`config.mk`:
```
export PLATFORM = sky130hd
export DESIGN_NAME = uart_tx_fifo_drain
export DESIGN_NICKNAME = d
export VERILOG_FILES = /design/src/rtl/uart_pkg.sv /design/src/rtl/uart_bit_timer.sv /design/src/rtl/uart_tx_fifo_drain.sv
export SDC_FILE = /design/constraint.sdc
export NUM_CORES = 1
export LEC_CHECK = 0
export CORE_AREA = 10 10 84 86
export CTS_BUF_LIST = sky130_fd_sc_hd__clkbuf_16
export CTS_CLUSTER_SIZE = 24
export DETAILED_ROUTE_END_ITERATION = 16
export DIE_AREA = 0 0 94 96
export PLACE_DENSITY = 0.77
export REMOVE_ABC_BUFFERS = 1
export SETUP_SLACK_MARGIN = 0.4
export SLEW_MARGIN = 5
export SYNTH_ARGS = -nofsm -noshare
export SYNTH_HDL_FRONTEND = slang
export SYNTH_HIERARCHICAL = 1
export SYNTH_SLANG_ARGS = --single-unit
```
`constraint.sdc`:
```
create_clock -name clk_i -period 7.7 [get_ports clk_i]
set_input_delay 1.155 -clock clk_i [delete_from_list [all_inputs] [get_ports clk_i]]
set_output_delay 1.155 -clock clk_i [all_outputs]
set_load 0.02 [all_outputs]
```
`src/rtl/uart_pkg.sv`:
```
// Shared types and defaults for the UART transmit path.
package uart_pkg;

  localparam int unsigned DATA_WIDTH_DEF = 8;
  localparam int unsigned DIV_WIDTH_DEF  = 16;

  typedef enum logic {
    PARITY_EVEN = 1'b0,
    PARITY_ODD  = 1'b1
  } parity_mode_e;

  typedef enum logic [2:0] {
    IDLE,
    START,
    DATA,
    PARITY,
    STOP
  } tx_state_e;

endpackage

```
`src/rtl/uart_bit_timer.sv`:
```
// Bit-period down-counter: loads the period minus one, flags the last cycle of the bit.
module uart_bit_timer #(
  parameter int unsigned DIV_WIDTH = 16
) (
  input  logic                 clk_i,
  input  logic                 rst_ni,
  input  logic                 load_i,
  input  logic [DIV_WIDTH-1:0] load_val_i,
  input  logic                 en_i,
  output logic                 bit_end_c,
  output logic                 end_next_c
);

  logic [DIV_WIDTH-1:0] cnt_q;

  always_ff @(posedge clk_i or negedge rst_ni) begin
    if (!rst_ni) begin
      cnt_q <= '0;
    end else if (load_i) begin
      cnt_q <= load_val_i;
    end else if (en_i && (cnt_q != '0)) begin
      cnt_q <= cnt_q - DIV_WIDTH'(1);
    end
  end

  assign bit_end_c = en_i && (cnt_q == '0);

  // Lookahead: the counter will read zero in the next cycle.
  always_comb begin
    end_next_c = 1'b0;
    if (load_i) begin
      end_next_c = (load_val_i == '0);
    end else if (cnt_q == '0) begin
      end_next_c = 1'b1;
    end else begin
      end_next_c = en_i && (cnt_q == DIV_WIDTH'(1));
    end
  end

endmodule

```
`src/rtl/uart_tx_fifo_drain.sv`:
```
// UART transmitter that pops words from a show-ahead FIFO and serialises them onto tx_o.
module uart_tx_fifo_drain
  import uart_pkg::*;
#(
  parameter int unsigned DATA_WIDTH = DATA_WIDTH_DEF,
  parameter int unsigned DIV_WIDTH  = DIV_WIDTH_DEF
) (
  input  logic                  clk_i,
  input  logic                  rst_ni,
  input  logic [DATA_WIDTH-1:0] fifo_rdata_i,
  input  logic                  fifo_empty_i,
  output logic                  fifo_re_o,
  input  logic                  tx_en_i,
  input  logic [DIV_WIDTH-1:0]  baud_div_i,
  input  logic                  parity_en_i,
  input  logic                  parity_odd_i,
  input  logic                  stop2_i,
  output logic                  tx_o,
  output logic                  busy_o,
  output logic                  done_o
);

  localparam int unsigned BIT_CNT_W = $clog2(DATA_WIDTH);
  localparam logic [BIT_CNT_W-1:0] LAST_BIT = BIT_CNT_W'(DATA_WIDTH - 1);

  tx_state_e             state_q;
  logic [DATA_WIDTH-1:0] shift_q;
  logic [BIT_CNT_W-1:0]  bit_cnt_q;
  logic                  stop_cnt_q;
  logic                  par_q;
  logic [DIV_WIDTH-1:0]  div_q;
  logic                  par_en_q;
  logic                  stop2_q;

  logic                  pop;
  logic                  bit_end;
  logic                  end_next;
  logic                  timer_load;
  logic [DIV_WIDTH-1:0]  timer_val;
  logic                  last_bit;
  logic                  stop_last;
  logic                  final_stop_next;
  logic                  done_d;

  // Pop only from IDLE; the following cycle is always START, so pops never abut.
  always_comb begin
    pop             = rst_ni && (state_q == IDLE) && tx_en_i && !fifo_empty_i;
    timer_load      = pop || bit_end;
    timer_val       = pop ? baud_div_i : div_q;
    last_bit        = (bit_cnt_q == LAST_BIT);
    stop_last       = !stop2_q || stop_cnt_q;
    final_stop_next = 1'b0;
    if ((state_q == STOP) && stop_last && !bit_end) begin
      final_stop_next = 1'b1;
    end else if (bit_end && (state_q == STOP) && stop2_q && !stop_cnt_q) begin
      final_stop_next = 1'b1;
    end else if (bit_end && !stop2_q &&
                 (((state_q == DATA) && last_bit && !par_en_q) || (state_q == PARITY))) begin
      final_stop_next = 1'b1;
    end
    done_d = final_stop_next && end_next;
  end

  assign fifo_re_o = pop;

  uart_bit_timer #(
    .DIV_WIDTH (DIV_WIDTH)
  ) u_bit_timer (
    .clk_i      (clk_i),
    .rst_ni     (rst_ni),
    .load_i     (timer_load),
    .load_val_i (timer_val),
    .en_i       (state_q != IDLE),
    .bit_end_c  (bit_end),
    .end_next_c (end_next)
  );

  always_ff @(posedge clk_i or negedge rst_ni) begin
    if (!rst_ni) begin
      state_q    <= IDLE;
      shift_q    <= '0;
      bit_cnt_q  <= '0;
      stop_cnt_q <= 1'b0;
      par_q      <= 1'b0;
      div_q      <= '0;
      par_en_q   <= 1'b0;
      stop2_q    <= 1'b0;
      tx_o       <= 1'b1;
      busy_o     <= 1'b0;
      done_o     <= 1'b0;
    end else begin
      done_o <= done_d;
      unique case (state_q)
        IDLE: begin
          if (pop) begin
            state_q    <= START;
            shift_q    <= fifo_rdata_i;
            div_q      <= baud_div_i;
            par_en_q   <= parity_en_i;
            stop2_q    <= stop2_i;
            par_q      <= (parity_mode_e'(parity_odd_i) == PARITY_ODD);
            bit_cnt_q  <= '0;
            stop_cnt_q <= 1'b0;
            tx_o       <= 1'b0;
            busy_o     <= 1'b1;
          end
        end
        START: begin
          if (bit_end) begin
            state_q <= DATA;
            tx_o    <= shift_q[0];
          end
        end
        DATA: begin
          if (bit_end) begin
            par_q   <= par_q ^ shift_q[0];
            shift_q <= shift_q >> 1;
            if (last_bit) begin
              if (par_en_q) begin
                state_q <= PARITY;
                tx_o    <= par_q ^ shift_q[0];
              end else begin
                state_q <= STOP;
                tx_o    <= 1'b1;
              end
            end else begin
              bit_cnt_q <= bit_cnt_q + BIT_CNT_W'(1);
              tx_o      <= shift_q[1];
            end
          end
        end
        PARITY: begin
          if (bit_end) begin
            state_q <= STOP;
            tx_o    <= 1'b1;
          end
        end
        STOP: begin
          if (bit_end) begin
            if (!stop_last) begin
              stop_cnt_q <= 1'b1;
            end else begin
              state_q <= IDLE;
              busy_o  <= 1'b0;
            end
          end
        end
        default: begin
          state_q <= IDLE;
          tx_o    <= 1'b1;
          busy_o  <= 1'b0;
        end
      endcase
    end
  end

endmodule

```
==> results of run 1 <==
[worst register-to-register path, stage by stage, from the launching register on]
cell and delay [ns]:
dfrtp_1 0.57, or3_4 0.27, nand4bb_1 0.37, nand2b_1 0.32, nor2_1 0.58, inv_1 0.13
nand2_1 0.67, inv_1 0.47, nor2_1 0.27, nand4_1 0.11, o41ai_1 0.38, inv_1 0.08
o32ai_1 0.29
[worst max path at each step]
stage,from,to,cells after the start
after global routing,state_q[2],done_o,12
after floorplan,fifo_empty_i,done_o,9
after detailed placement,rst_ni,done_o,11
final,rst_ni,fifo_re_o,6
after global placement,rst_ni,fifo_re_o,6
after CTS,rst_ni,fifo_re_o,6
[cells by family after synthesis]
kind of cell / after synthesis
flops: 53
mux: 1
simple gates: 192
fa+ha+maj: 4
compound gates: 63
buf+inv: 24
xor+xnor: 2
[cell usage after synthesis, types with 7 or more instances]
cell type | count | share of area
nand4_1 | 7 | 0.015
o22ai_1 | 11 | 0.024
nand2_2 | 7 | 0.015
dfrtp_1 | 52 | 0.45
a21oi_1 | 11 | 0.019
nor2_1 | 40 | 0.051
clkbuf_1 | 7 | 0.0090
a31oi_1 | 7 | 0.015
inv_1 | 7 | 0.0090
o21ai_0 | 9 | 0.015
nand3_1 | 10 | 0.017
nand2_1 | 87 | 0.11
[cell type report]
type / instances / area, um^2 / share of cell area
clock buffer: 5 / 125 / 0.0366
clock inverter: 3 / 37.5 / 0.0110
inverter: 8 / 30.0 / 0.00879
multi-input combinational: 262 / 1460 / 0.428
sequential: 53 / 1330 / 0.389
tap: 72 / 90.1 / 0.0264
timing repair buffer: 35 / 343 / 0.100
[registers in the layout, summed over array words and instances (netlist names)]
register	flops
div_q	16
u_bit_timer/cnt_q	16
shift_q	8
bit_cnt_q	3
state_q	3
busy_o	1
done_o	1
par_en_q	1
par_q	1
stop2_q	1
stop_cnt_q	1
tx_o	1
[layer usage]
| metal | vias up | global-route usage |
|---|---|---|
| met2 | 124 | 0.240 |
| met5 | - | 0 |
| met1 | 1204 | 0.227 |
| met3 | 11 | 0.0288 |
| li1 | 1246 | - |
| met4 | 0 | 0.0494 |
[report_power, final]
group / total (W) / switching, W / leakage [nW] / internal (W)
combinational: 0.000297 / 0.000163 / 0.804 / 0.000134
clock: 0.000246 / 0.0000952 / 0.0826 / 0.000151
sequential: 0.000463 / 0.0000913 / 0.670 / 0.000371
total: 0.00101 / 0.000350 / 1.56 / 0.000657
[per-stage QoR]
step	utilization	instance area (um^2)	setup slack, ns	instances	hold slack [ns]
floorplan	-	2820	4.16	323	0.439
global placement	0.602	3250	2.99	430	0.450
detailed placement	0.602	3250	2.83	430	0.457
CTS	0.632	3420	2.93	438	0.473
global route	0.632	3420	2.61	438	0.487
finish	0.632	3420	2.99	438	0.466
==> reports/metrics.csv, run 1 <==
metric,value,unit
status,completed,
Nets,400,
sequential element share of the synthesized area,0.455,
P_leak,1.56,nW
CTS H-tree lvls,2,
Synth Area in Adders,0.0172,
Main synth FF type,dfrtp_1,
compound-cell area share of the yosys netlist,0.149,
arrival time of the worst setup path,3.56,ns
"most common cell after layout, fill and taps aside",nand2_1,
CP Class,primary input to output port,
vias in the first global route,2395,
"Distinct cells, synth",60,
Die Height,96,um
final number of setup-violating endpoints,0,
# IOs,35,
Final HPWL DP,5040,um
post-route ant nets,0,
share of layout cells above drive strength 1,0.0792,
CORE AREA,5410,um^2
setup bufs post-CTS,0,
CP max-delay cell,clkdlybuf4s50_1,
min cycle time layout,4.71,ns
unrepaired setup endpoints after global routing,false,
Hold EP,div_q[5],
worst reg2reg setup slack,3.08,ns
relative slew slack,0.418,
largest family of logic cells by synthesized area,simple AND/OR/NAND/NOR gates,
Yosys reg bits,53,
Final Skew,0.00467,ns
Num CTS Buffers,5,
crit path cell chain,buf_2 > buf_4 > nand3b_1 > or2_4 > inv_2 > clkdlybuf4s50_1,
DRC,0,
CTS resizes,0,
Antenna Cells,0,
Worst EP required,6.55,ns
Layout area overhead,17.2,%
routed len/inst,16.1,um
WL met2,3170,um
P per Cell Area,295,nW/um^2
Post-Route WL,7040,um
CTS Buffer Depth,2,
"Power, Total",0.00101,W
maximum clock frequency,0.212,GHz
worst path buffer plus inverter count,4,
Post-Syn Instances,339,
Setup crit start kind,primary input,
Met1 Wirelength,3270,um
fraction of registers with async set/reset,1.00,
worst hold path depth,2,
gpl congestion,0.930,
CTS tree,done,
first-pass GRT wire length,11600,um
"EDFF count, synth",0,
Worst-path clk slew,0.06,ns
die area,9020,um^2
XOR/XNOR Fraction of Synth Area,0.00601,
warnings from Yosys,6,
initial antenna violation count,0,
Initial DRT Pass Iterations,5,
setup TNS,0,ns
Initial Utilization,0.540,
Core Rows,27,
Synth Area per Inst,8.60,um^2
GRT overflow,0,
port bufs,34,
mux contribution to synthesized area,0.00343,
initial DRC count,320,
clk_lat worst skew,0.29,ns
DR vias,2585,
period utilization,0.612,
vias per cell,5.90,
Worst R2R End,done_o,
crit end category,output port,
Worst Tran Pin Value,0.870,ns
Root Driver,clkbuf_16,
Synth Cell Area,2920,um^2
Die X-Extent,94,um
number of max-cap violations,0,
IR Drop Worst-Case VDD,0.000134,V
reg2reg start,state_q[2],
CP Max Fanout,55,
"Hold-fix buffers, CTS",0,
HP Start,div_q[5],
wire length on met3,491,um
# fillers,466,
Tightest Hold Check Type,register to register,
all-layer global routing usage,0.159,
largest net degree at the start of global routing,56,
most frequent cells in the layout,"nand2_1 (87), dfrtp_1 (52), nor2_1 (40)",
FF-to-FF path depth,12,
Sink Count,53,
highest metal used,met4,
"slowest stage delay, CP",0.68,ns
Final Hold Fails,0,
post-synthesis simple-gate area fraction,0.326,
max-slew violations,0,
crit-path leading delay family,buffers and inverters,
(Power assumes the default switching activity.)
==> run 2, diff against run 1 <==
--- a/config.mk
+++ b/config.mk
@@ -5,12 +5,12 @@
 export SDC_FILE = /design/constraint.sdc
 export NUM_CORES = 1
 export LEC_CHECK = 0
-export CORE_AREA = 10 10 84 86
+export CORE_AREA = 10 10 88 90
 export CTS_BUF_LIST = sky130_fd_sc_hd__clkbuf_16
 export CTS_CLUSTER_SIZE = 24
 export DETAILED_ROUTE_END_ITERATION = 16
-export DIE_AREA = 0 0 94 96
-export PLACE_DENSITY = 0.77
+export DIE_AREA = 0 0 98 100
+export PLACE_DENSITY = 0.73
 export REMOVE_ABC_BUFFERS = 1
 export SETUP_SLACK_MARGIN = 0.4
 export SLEW_MARGIN = 5
==> constraint.sdc (replaced) <==
create_clock -name clk_i -period 3.85 [get_ports clk_i]
set_input_delay 0.5775 -clock clk_i [delete_from_list [all_inputs] [get_ports clk_i]]
set_output_delay 0.5775 -clock clk_i [all_outputs]
set_load 0.02 [all_outputs]
==> run 2 against run 1 <==
  * Worst setup slack got worse by 2.4 ns
  * Global-route usage fell by 2.1 points
  * Non-clock buffer count rose by 4
  * Hold slack got worse by 0.010 ns
  * Total power rose by 92%
  * Flip-flop and latch count did not move
  * Sequential share of layout area fell by 0.18 points
  * Register-to-register slack got worse by 2.5 ns
  * Design area rose by 0.48%
  * Clock power rose by 79%
  * Final cell count rose by 2.1%
  * Via count fell by 3.0%
  * Largest power group unchanged
==> reports/metrics.csv, run 2 (synthesis results as in run 1) <==
metric,value,unit,change
"most common cell after layout, fill and taps aside",nand2_1,,unchanged
multi-input logic area,1460,um^2,unchanged
"Hold-fix buffers, CTS",0,,unchanged
Gate power share,0.294,,was 0.296
worst reg2reg setup slack,0.60,ns,was 3.08 ns
CP max-delay cell,dfrtp_1,,was clkdlybuf4s50_1
Die X-Extent,98,um,was 94 um
crit path cell chain,or3_4 > nand4bb_1 > nand2b_1 > nor2_1 > buf_4 > inv_1 > nand2_1 > inv_1 > nor2_1 > nand4_1 > o41ai_1 > inv_1 > o32ai_1,,was buf_2 > buf_4 > nand3b_1 > or2_4 > inv_2 > clkdlybuf4s50_1
Place WS,0.514,ns,was 2.83 ns
Crit path top cell by count,inv_1,,
power share of the sequential group,0.478,,was 0.460
Final HPWL DP,4840,um,was 5040 um
min cycle time layout,3.25,ns,
post-route ant nets,0,,unchanged
# IOs,35,,unchanged
Layout area overhead,17.7,%,was 17.2%
Final Skew,0.00416,ns,was 0.00467 ns
# fillers,576,,was 466
Initial Utilization,0.476,,was 0.540
switch share,0.353,,was 0.347
CTS Buffer Depth,2,,unchanged
Root Driver,clkbuf_16,,unchanged
Final Hold Fails,0,,unchanged
Worst Tran Pin Value,0.697,ns,was 0.870 ns
arrival time of the worst setup path,3.44,ns,was 3.56 ns
port bufs,34,,unchanged
Tightest Hold Check Type,primary input to async pin,,was register to register
initial DRC count,192,,was 320
Core Rows,29,,was 27
crit end category,register,,was output port
Worst EP required,4.04,ns,was 6.55 ns
status,completed,,unchanged
"slowest stage delay, CP",0.57,ns,was 0.68 ns
P_leak,1.57,nW,was 1.56 nW
Setup crit start kind,register,,was primary input
DRC,0,,unchanged
relative slew slack,0.535,,was 0.418
Int Pwr,0.00125,W,was 0.000657 W
all-layer global routing usage,0.139,,was 0.159
CTS tree,done,,unchanged
biggest regs,"div_q x16, u_bit_timer/cnt_q x16, shift_q x8",,unchanged
worst path buffer plus inverter count,4,,unchanged
Nets,404,,was 400
Worst-path clk slew,0.07,ns,was 0.06 ns
crit-path leading delay family,simple AND/OR/NAND/NOR gates,,was buffers and inverters
setup bufs post-CTS,0,,unchanged
most frequent cells in the layout,"nand2_1 (87), dfrtp_1 (52), nor2_1 (40)",,unchanged
maximum clock frequency,0.308,GHz,
CTS H-tree lvls,2,,unchanged
reg2reg start,state_q[2],,unchanged
CTS resizes,0,,unchanged
P per Cell Area,564,nW/um^2,was 295 nW/um^2
die area,9800,um^2,was 9020 um^2
CORE AREA,6130,um^2,was 5410 um^2
first-pass GRT wire length,11600,um,about the same
Initial DRT Pass Iterations,4,,was 5
number of max-cap violations,0,,unchanged
Seq. cell area,1330,um^2,unchanged
FF-to-FF path depth,13,,was 12
"Power, Total",0.00193,W,was 0.00101 W
share of layout cells above drive strength 1,0.0919,,was 0.0792
setup TNS,0,ns,unchanged
initial antenna violation count,0,,unchanged
Clock power frac,0.228,,was 0.245
clk_lat worst skew,0.29,ns,about the same
Worst R2R End,done_o,,unchanged
Die Height,100,um,was 96 um
vias in the first global route,2461,,was 2395
CP Class,register to register,,was primary input to output port
largest net degree at the start of global routing,55,,was 56
unrepaired setup endpoints after global routing,false,,unchanged
routed len/inst,15.3,um,was 16.1 um
DR vias,2508,,was 2585
switching power total,0.000682,W,was 0.000350 W
GRT overflow,0,,unchanged
CP Max Fanout,12,,was 55
period utilization,0.844,,
vias per cell,5.61,,was 5.90
max-slew violations,0,,unchanged
gpl congestion,0.888,,was 0.930
Num CTS Buffers,5,,unchanged
final number of setup-violating endpoints,0,,unchanged
CP Depth,13,,was 6
Sink Count,53,,unchanged
Antenna Cells,0,,unchanged
Final WS setup,0.599,ns,was 2.99 ns
IR Drop Worst-Case VDD,0.000276,V,was 0.000134 V
Post-Route WL,6850,um,was 7040 um
[run 2: power by group through the flow]
stage | logic, W | registers [W] | clock network, W
floorplan | 0.000425 | 0.000892 | 0
global placement | 0.000552 | 0.000924 | 0
detailed placement | 0.000568 | 0.000930 | 0
CTS | 0.000571 | 0.000922 | 0.000451
global route | 0.000648 | 0.000953 | 0.000466
finish | 0.000569 | 0.000925 | 0.000441
[run 2: stage by stage]
step                      instance area [um^2]  hold slack, ns  instances  utilization
final                                     3430           0.456        447        0.560
after global routing                      3430           0.488        447        0.560
after CTS                                 3430           0.475        447        0.560
after detailed placement                  3290           0.457        439        0.537
after global placement                    3290           0.451        439        0.537
after floorplan                           2820           0.282        323            -
[run 2: layout make-up]
type / instances / share of cell area
clock buffer: 5 / 0.0364
clock inverter: 3 / 0.00510
inverter: 8 / 0.00875
multi-input combinational: 262 / 0.426
sequential: 53 / 0.387
tap: 77 / 0.0281
timing repair buffer: 39 / 0.109
[run 2: worst max-delay path by stage]
stage	start	endpoint	slack, ns
finish	state_q[2]	done_o	0.60
detailed placement	fifo_empty_i	done_o	0.51
floorplan	state_q[2]	done_o	0.41
global placement	fifo_empty_i	done_o	0.58
global route	state_q[2]	done_o	0.47
CTS	state_q[2]	done_o	0.67
[run 2: metal layers]
metal / vias to the layer above / GRT usage / part of all wire
met5: - / 0 / 0
met4: 0 / 0.0526 / 0.019
met3: 9 / 0.0234 / 0.037
met2: 54 / 0.219 / 0.45
met1: 1182 / 0.185 / 0.49
li1: 1263 / - / -
==> run 3, diff against run 2 <==
--- a/config.mk
+++ b/config.mk
@@ -5,12 +5,12 @@
 export SDC_FILE = /design/constraint.sdc
 export NUM_CORES = 1
 export LEC_CHECK = 0
-export CORE_AREA = 10 10 88 90
+export CORE_AREA = 10 10 84 86
 export CTS_BUF_LIST = sky130_fd_sc_hd__clkbuf_16
 export CTS_CLUSTER_SIZE = 24
 export DETAILED_ROUTE_END_ITERATION = 16
-export DIE_AREA = 0 0 98 100
-export PLACE_DENSITY = 0.73
+export DIE_AREA = 0 0 94 96
+export PLACE_DENSITY = 0.77
 export REMOVE_ABC_BUFFERS = 1
 export SETUP_SLACK_MARGIN = 0.4
 export SLEW_MARGIN = 5
==> constraint.sdc (replaced) <==
create_clock -name clk_i -period 3 [get_ports clk_i]
set_input_delay 0.45 -clock clk_i [delete_from_list [all_inputs] [get_ports clk_i]]
set_output_delay 0.45 -clock clk_i [all_outputs]
set_load 0.02 [all_outputs]
==> run 3 against run 2 <==
  * Sequential power grew 29%
  * Final cell count grew 4.3%
  * Utilization grew 14 points
  * Global-route usage grew 3.4 points
  * Design area grew 9.7%
  * First-iteration DRC count grew 37%
  * Register-to-register slack lost 0.35 ns
  * Clock skew grew 0.0068 ns
  * Worst setup slack lost 0.35 ns
  * Flip-flop and latch count is the same
  * Critical path type unchanged
  * Largest power group unchanged
==> reports/metrics.csv, run 3 (synthesis results as in run 1) <==
metric,value,unit,change
status,completed,,unchanged
Root Driver,clkbuf_16,,unchanged
Clock power frac,0.215,,was 0.228
Layout area overhead,29.1,%,was 17.7%
CTS H-tree lvls,2,,unchanged
port bufs,34,,unchanged
Worst Tran Pin Value,0.675,ns,was 0.697 ns
# IOs,35,,unchanged
clk_lat worst skew,0.30,ns,was 0.29 ns
initial antenna violation count,0,,unchanged
Finished Layout Cells,466,,was 447
Die X-Extent,94,um,was 98 um
initial DRC count,263,,was 192
Setup crit start kind,register,,unchanged
switch share,0.363,,was 0.353
unrepaired setup endpoints after global routing,true,,was false
Nets,428,,was 404
number of max-cap violations,0,,unchanged
Initial Utilization,0.540,,was 0.476
largest net degree at the start of global routing,55,,unchanged
min cycle time layout,2.75,ns,was 3.25 ns
"Design Area, Final",3760,um^2,was 3430 um^2
# fillers,403,,was 576
arrival time of the worst setup path,2.95,ns,was 3.44 ns
P per Cell Area,710,nW/um^2,was 564 nW/um^2
Crit path top cell by count,nand2_2,,was inv_1
CTS tree,done,,unchanged
IR Drop Worst-Case VDD,0.000445,V,was 0.000276 V
P_leak,1.74,nW,was 1.57 nW
worst path buffer plus inverter count,3,,was 4
Final Skew,0.0110,ns,was 0.00416 ns
vias in the first global route,2640,,was 2461
Sink Count,53,,unchanged
Tightest Hold Check Type,primary input to async pin,,unchanged
Die Height,96,um,was 100 um
DRC,0,,unchanged
biggest regs,"div_q x16, u_bit_timer/cnt_q x16, shift_q x8",,unchanged
Gate power share,0.339,,was 0.294
first-pass GRT wire length,12600,um,was 11600 um
multi-input logic area,1590,um^2,was 1460 um^2
Core Rows,27,,was 29
gpl congestion,0.823,,was 0.888
"slowest stage delay, CP",0.41,ns,was 0.57 ns
die area,9020,um^2,was 9800 um^2
"most common cell after layout, fill and taps aside",nand2_1,,unchanged
relative slew slack,0.550,,was 0.535
Post-Route WL,7710,um,was 6850 um
crit-path leading delay family,simple AND/OR/NAND/NOR gates,,unchanged
Worst-path clk slew,0.07,ns,about the same
Final HPWL DP,5120,um,was 4840 um
CTS Buffer Depth,2,,unchanged
Final Hold Fails,0,,unchanged
all-layer global routing usage,0.172,,was 0.139
"Power, Total",0.00267,W,was 0.00193 W
setup TNS,0,ns,unchanged
post-route ant nets,0,,unchanged
switching power total,0.000970,W,was 0.000682 W
Area after DPL,3380,um^2,was 3290 um^2
CP max-delay cell,or3_4,,was dfrtp_1
routed len/inst,16.5,um,was 15.3 um
Int Pwr,0.00170,W,was 0.00125 W
Initial DRT Pass Iterations,5,,was 4
maximum clock frequency,0.363,GHz,was 0.308 GHz
period utilization,0.918,,was 0.844
Seq. cell area,1330,um^2,about the same
most frequent cells in the layout,"nand2_1 (75), dfrtp_1 (51), nor2_1 (38)",,"was nand2_1 (87), dfrtp_1 (52), nor2_1 (40)"
Antenna Cells,0,,unchanged
CORE AREA,5410,um^2,was 6130 um^2
max-slew violations,0,,unchanged
share of layout cells above drive strength 1,0.208,,was 0.0919
Num CTS Buffers,5,,unchanged
Worst EP required,3.20,ns,was 4.04 ns
DR vias,2722,,was 2508
power share of the sequential group,0.446,,was 0.478
final number of setup-violating endpoints,0,,unchanged
crit path cell chain,or3_4 > or2_4 > buf_6 > nand2_2 > nand2_2 > nor4_4 > nand4_1 > o41ai_2 > buf_4 > inv_2 > o32ai_2,,was or3_4 > nand4bb_1 > nand2b_1 > nor2_1 > buf_4 > inv_1 > nand2_1 > inv_1 > nor2_1 > nand4_1 > o41ai_1 > inv_1 > o32ai_1
CP Class,register to register,,unchanged
vias per cell,5.84,,was 5.61
CP Max Fanout,6,,was 12
GRT overflow,0,,unchanged
Post-Place Cells,447,,was 439
crit end category,register,,unchanged
==> run 3: final timing paths <==
| check | from | to | slack, ns | cells past startpoint |
|---|---|---|---|---|
| max in group asynchronous | rst_ni | u_bit_timer/cnt_q[0] | 2.19 | 2 |
| hold / removal | rst_ni | div_q[4] | 0.32 | 2 |
| setup / recovery | state_q[0] | done_o | 0.25 | 11 |
| min in group clk_i | div_q[0] | div_q[0] | 0.47 | 2 |
| hold reg to reg | div_q[0] | div_q[0] | 0.47 | 2 |
| setup reg to reg | state_q[0] | done_o | 0.25 | 11 |
==> run 3: cell type report <==
cell class                 instances  share of cell area
sequential                        53               0.353
timing repair buffer              63               0.154
clock inverter                     3             0.00532
multi-input combinational        262               0.422
clock buffer                       5              0.0332
inverter                           8             0.00798
tap                               72              0.0239
==> run 3: stage by stage <==
stage / util / setup WS, ns / hold slack [ns]
3_5_place_dp: 0.626 / -0.168 / 0.461
6_report: 0.697 / 0.247 / 0.322
2_1_floorplan: - / -0.439 / 0.154
3_3_place_gp: 0.626 / -0.0980 / 0.452
4_1_cts: 0.663 / 0.214 / 0.345
5_1_grt: 0.697 / 0.180 / 0.368
==> run 3: metal layers <==
layer	share of wire	vias up	GRT usage
met4	0.013	0	0.0570
met1	0.44	1307	0.226
met2	0.49	100	0.278
li1	-	1305	-
met5	0	-	0
met3	0.064	10	0.0358
==> run 3: worst reg2reg max path: cells and delay by family (launching register included) <==
family                 cells  cell delay, ns
buffers and inverters      3            0.34
AND/OR/NAND/NOR            6            1.39
flip-flops                 1            0.38
AO/OA/AOI/OAI              2            0.56
==> run 3: timing repair <==
action	CTS	global route
gates resized for setup	2	36
hold buffers	0	0
pin swaps	1	15
setup buffers	5	6
setup endpoints to repair	2	10
==> run 3: power by group through the flow <==
| stage | clock network, W | registers, W | logic [W] |
|---|---|---|---|
| floorplan | 0 | 0.00115 | 0.000545 |
| global placement | 0 | 0.00118 | 0.000734 |
| detailed placement | 0 | 0.00119 | 0.000759 |
| CTS | 0.000580 | 0.00118 | 0.000774 |
| global route | 0.000613 | 0.00123 | 0.00101 |
| finish | 0.000574 | 0.00119 | 0.000906 |
